**src/rtl/mult_div_sequencer.sv**
```systemverilog
// rtl/mult_div_sequencer.sv - iterative 32-cycle MULT/DIV sequencer with HI/LO and MF/MT handling
module mult_div_sequencer (
    input  logic        clk,
    input  logic        rst_n,
    input  logic        ex_valid,
    input  logic [5:0]  funct,
    input  logic [31:0] rs_data,
    input  logic [31:0] rt_data,
    input  logic        flush,
    output logic        stall,
    output logic        busy,
    output logic        done,
    output logic [31:0] hi,
    output logic [31:0] lo,
    output logic [31:0] mf_data
);
    localparam logic [5:0] F_MFHI = 6'b010000;
    localparam logic [5:0] F_MTHI = 6'b010001;
    localparam logic [5:0] F_MFLO = 6'b010010;
    localparam logic [5:0] F_MTLO = 6'b010011;

    typedef enum logic [1:0] {S_IDLE, S_RUN, S_FIX} state_t;

    state_t      r_state, w_next;
    logic [4:0]  r_cnt;
    logic [63:0] r_acc;
    logic [31:0] r_b;
    logic        r_is_div, r_neg_res, r_neg_rem, r_div0;

    logic        w_is_md, w_is_mf, w_is_mt, w_issue;
    logic        w_rs_neg, w_rt_neg;
    logic [31:0] w_rs_abs, w_rt_abs;
    logic [32:0] w_sum, w_shrem;
    logic [31:0] w_sub, w_quot, w_rem;
    logic        w_ge;
    logic [63:0] w_mul_next, w_div_next, w_prod;

    assign w_is_md = (funct[5:2] == 4'b0110);
    assign w_is_mf = (funct == F_MFHI) || (funct == F_MFLO);
    assign w_is_mt = (funct == F_MTHI) || (funct == F_MTLO);
    assign w_issue = ex_valid && w_is_md && !busy && !flush;

    assign busy    = (r_state != S_IDLE);
    assign done    = (r_state == S_FIX);
    assign stall   = ex_valid && busy && (w_is_md || w_is_mf || w_is_mt);
    assign mf_data = (funct == F_MFHI) ? hi : (funct == F_MFLO) ? lo : 32'd0;

    // funct[0] set means the unsigned variant; signed ops iterate on magnitudes
    assign w_rs_neg = !funct[0] && rs_data[31];
    assign w_rt_neg = !funct[0] && rt_data[31];
    assign w_rs_abs = w_rs_neg ? (32'd0 - rs_data) : rs_data;
    assign w_rt_abs = w_rt_neg ? (32'd0 - rt_data) : rt_data;

    assign w_sum      = {1'b0, r_acc[63:32]} + (r_acc[0] ? {1'b0, r_b} : 33'd0);
    assign w_mul_next = {w_sum, r_acc[31:1]};

    assign w_shrem    = {r_acc[63:32], r_acc[31]};
    assign w_ge       = (w_shrem >= {1'b0, r_b});
    assign w_sub      = w_shrem[31:0] - r_b;
    assign w_div_next = {(w_ge ? w_sub : w_shrem[31:0]), r_acc[30:0], w_ge};

    // Divide-by-zero leaves the raw dividend magnitude as remainder; re-signing it restores rs
    assign w_prod = r_neg_res ? (64'd0 - r_acc) : r_acc;
    assign w_quot = (r_neg_res && !r_div0) ? (32'd0 - r_acc[31:0]) : r_acc[31:0];
    assign w_rem  = r_neg_rem ? (32'd0 - r_acc[63:32]) : r_acc[63:32];

    always_ff @(posedge clk or negedge rst_n) begin
        if (!rst_n) r_state <= S_IDLE;
        else        r_state <= w_next;
    end

    always_comb begin
        w_next = r_state;
        case (r_state)
            S_IDLE:  if (w_issue) w_next = S_RUN;
            S_RUN:   if (flush) w_next = S_IDLE;
                     else if (r_cnt == 5'd31) w_next = S_FIX;
            S_FIX:   w_next = S_IDLE;
            default: w_next = S_IDLE;
        endcase
    end

    always_ff @(posedge clk or negedge rst_n) begin
        if (!rst_n) begin
            r_cnt     <= 5'd0;
            r_acc     <= 64'd0;
            r_b       <= 32'd0;
            r_is_div  <= 1'b0;
            r_neg_res <= 1'b0;
            r_neg_rem <= 1'b0;
            r_div0    <= 1'b0;
            hi        <= 32'd0;
            lo        <= 32'd0;
        end else begin
            if (w_issue) begin
                r_cnt     <= 5'd0;
                r_is_div  <= funct[1];
                r_neg_res <= w_rs_neg ^ w_rt_neg;
                r_neg_rem <= w_rs_neg;
                r_div0    <= (rt_data == 32'd0);
                r_acc     <= funct[1] ? {32'd0, w_rs_abs} : {32'd0, w_rt_abs};
                r_b       <= funct[1] ? w_rt_abs : w_rs_abs;
            end else if (r_state == S_RUN) begin
                r_cnt <= r_cnt + 5'd1;
                r_acc <= r_is_div ? w_div_next : w_mul_next;
            end
            // FIX commits even under flush: its instruction has already retired
            if (r_state == S_FIX) begin
                hi <= r_is_div ? w_rem  : w_prod[63:32];
                lo <= r_is_div ? w_quot : w_prod[31:0];
            end else if (ex_valid && !busy && !flush) begin
                if (funct == F_MTHI) hi <= rs_data;
                if (funct == F_MTLO) lo <= rs_data;
            end
        end
    end
endmodule
```
**config.mk**
```make
export PLATFORM = sky130hd
export DESIGN_NAME = mult_div_sequencer
export DESIGN_NICKNAME = d
export VERILOG_FILES = /design/src/rtl/mult_div_sequencer.sv
export SDC_FILE = /design/constraint.sdc
export NUM_CORES = 1
export LEC_CHECK = 0
export CAP_MARGIN = 25
export CORE_AREA = 2 2 172 174
export CTS_BUF_LIST = sky130_fd_sc_hd__clkbuf_4 sky130_fd_sc_hd__clkbuf_8
export CTS_CLUSTER_DIAMETER = 50
export DETAILED_ROUTE_END_ITERATION = 10
export DIE_AREA = 0 0 174 176
export DONT_BUFFER_PORTS = 1
export PLACE_DENSITY_LB_ADDON = 0.08
export RECOVER_POWER = 100
export SLEW_MARGIN = 20
export SYNTH_ARGS = -nofsm -noshare
export SYNTH_HDL_FRONTEND = slang
export SYNTH_SLANG_ARGS = --single-unit
```
**constraint.sdc**
```tcl
create_clock -name clk -period 4.6 [get_ports clk]
set_input_delay 0.92 -clock clk [delete_from_list [all_inputs] [get_ports clk]]
set_output_delay 0.92 -clock clk [all_outputs]
set_load 0.05 [all_outputs]
```
==> results.py <==
metrics = {
    "setup_path": {
        "worstPathRequired_ns": 4.94,
        "crit_type": "register to register",
        "cp_slowest_stage_delay_ns": 1.59,
        "path_max_fanout": 33,
        "path_cells": "or2_0 -> nor3_1 -> and4b_1 -> buf_4 -> mux2i_1 -> o21ai_0",
        "reg2reg_slack_ns": 0.58,
        "worstSetupStartpointType": "register",
        "endpoint_kind": "register",
        "critPathArrivalTime_ns": 4.37,
        "slowest_stage": "and4b_1",
    },
    "clock_tree": {
        "worstSkewPairLatency_ns": 0.51,
        "post_cts_resized": 0,
        "cts.sinks": 171,
        "clockBufferDepth": 2,
        "hold_buffers": 0,
        "post_cts_buffers": 0,
        "path_clk_slew_ns": 0.10,
        "cts_buffers": 17,
        "h-tree-depth": 4,
        "cts_tree": "built",
        "root_buffer": "clkbuf_8",
    },
    "timing": {
        "hold-worst-slack_ns": 0.0987,
        "hold_viol": 0,
        "worst_pin_slew_ns": 1.94,
        "grt_setup_unrepaired": "no",
        "min_period_over_period": 0.874,
        "slew_headroom": -0.293,
        "clock_skew_ns": 0.0189,
        "worst_slack_ns": 0.578,
        "fin_setup_tns_ns": 0,
        "fmax_mhz": 249,
        "setup_violations": 0,
        "slew_viol_final": 190,
        "period_needed_ns": 4.02,
    },
    "finish": {
        "area_growth_pct": 4.48,
        "layout_commonest_cell": "nand2_1",
        "final_nets": 2100,
        "layout_common_cells": "236 x nand2_1, 211 x nor2_1, 206 x o21ai_0, 170 x dfrtp_1, 154 x a21oi_1",
        "drive_above_1_share": 0.0519,
        "utilization": 0.569,
        "stdcell_count": 2351,
        "design_area_um2": 16300,
        "insertedDiodeCount": 0,
    },
    "outcome": {
        "violations": "max-capacitance violations, max-slew violations",
        "outcome": "finished, violations left",
    },
    "synthesis": {
        "ys_async_sr_fraction": 1.00,
        "synth_edf_count": 0,
        "synth_top_area_cell": "dfrtp_1",
        "yosysWarnings": 0,
        "synth.top_cell.area_share": 0.275,
        "synth.area.top_cells": "dfrtp_1 28%, mux2i_1 8.7%, o21ai_0 6.2%, xnor2_1 5.9%, nand2_1 5.7%",
        "synth_seq_cells": 171,
        "synth_flop_cell": "dfrtp_1",
        "syn_inst": 1997,
        "syn_area_per_cell_um2": 7.79,
        "yosysSeqAreaShare": 0.275,
        "synth_nets": 2143,
        "syn_area_um2": 15600,
        "synthDistinctLibCells": 82,
    },
    "power_and_ir_drop": {
        "p_leak_nw": 6.80,
        "power.total_mw": 9.52,
        "ir_drop_uv": 289,
        "power.density_nw_per_um2": 586,
    },
    "die": {
        "fp.dieH_um": 176,
        "die_w_um": 174,
        "ioPinCount": 173,
        "coreArea_um2": 28500,
        "initial_utilization": 0.545,
        "die_area_um2": 30600,
        "row_count": 62,
    },
    "detailed_routing": {
        "wl_per_cell_um": 23.6,
        "drc_errors": 0,
        "vias": 15209,
        "drtAntennaViolNets": 0,
        "routed_wl_um": 55600,
        "drt_iter0_drc": 1757,
        "via_per_inst": 6.47,
        "drt-pass1-iter-count": 6,
    },
    "place": {
        "portBuffers": 0,
        "postPlaceCellArea_um2": 16000,
        "hpwl_um": 42300,
        "gp_congestion": 0.949,
        "dp_worst_setup_slack_ns": 0.996,
        "place_inst": 2319,
    },
    "global_routing": {
        "antenna_found_initial": 1,
        "track_usage": 0.359,
        "grt_max_degree": 172,
        "grt_pass1_vias": 13953,
        "overflow": 0,
        "grt_pass1_wl_um": 84400,
    },
    "run": {
        "maxCapViolations": 5,
    },
    "min_path": {
        "min_path_type": "input pin to async pin",
    },
}
state kept, by name, summed over array words and instances, names as in the netlist:
name,cells
r_neg_rem,1
r_b,32
r_acc,64
lo,32
r_state,2
hi,32
r_div0,1
r_cnt,5
r_neg_res,1
r_is_div,1
critical path, delay by kind of cell, from the launching register on:
kind / cells / cell delay (ns)
simple gates: 3 / 2.75
flops: 1 / 0.42
compound gates: 1 / 0.09
buf+inv: 1 / 0.37
mux: 1 / 0.20
cell type report:
cell class / count / area [um^2]
Clock buffer: 18 / 241
Clock inverter: 14 / 138
Fill cell: 2795 / 12300
Inverter: 62 / 234
Multi-Input combinational cell: 1640 / 10600
Sequential cell: 171 / 4280
Tap cell: 384 / 480
Timing Repair Buffer: 62 / 320
per-layer routing:
| layer | wire, um | up-vias | GRT usage | share of wire |
|---|---|---|---|---|
| li1 | - | 7038 | - | - |
| met1 | 24500 | 7303 | 0.516 | 0.44 |
| met2 | 24000 | 782 | 0.542 | 0.43 |
| met3 | 5490 | 86 | 0.0769 | 0.099 |
| met4 | 1540 | 0 | 0.107 | 0.028 |
| met5 | 0 | - | 0 | 0 |
synth_stat cells, drive strengths merged (10+ instances only):
master and instances:
a211oi 20, a21o 28, a21oi 155, a221oi 13, a22oi 12, a31oi 16
and2 11, buf 31, clkbuf 93, dfrtp 171, ha 70, inv 61
mux2i 135, nand2 236, nand2b 19, nand3 32, nand4 20, nor2 212
nor2b 18, nor3 51, nor4 14, o211ai 38, o21a 10, o21ai 215
o31ai 21, o41ai 10, or3 13, or4 15, xnor2 104, xor2 67
power breakdown:
part           internal [mW]  leakage [nW]  total (mW)  switching (mW)
Combinational           2.18          4.60        5.48            3.30
Sequential              1.89          2.00        2.92            1.03
Clock                  0.446         0.194        1.11           0.664
cells by family after synthesis:
kind of cell             Yosys count  synth area share
AO/OA/AOI/OAI                    589             0.234
XOR/XNOR                         171            0.0963
adder cells (fa/ha/maj)           72            0.0589
buffers and inverters            186            0.0464
flip-flops                       171             0.275
multiplexers                     136            0.0876
AND/OR/NAND/NOR                  672             0.202
path summary, 6_finish.rpt:
kind | startpoint | endpoint | cells past startpoint
worst min register to register | r_b[5] | r_b[5] | 2
worst max register to register | r_state[1] | hi[24] | 6
worst min-delay path | rst_n | r_acc[32] | 0
max in group asynchronous | rst_n | lo[24] | 0
min in group clk | flush | r_state[1] | 1
worst max-delay path | r_state[1] | hi[24] | 6
Note: power is estimated with default switching activity, not from simulation.
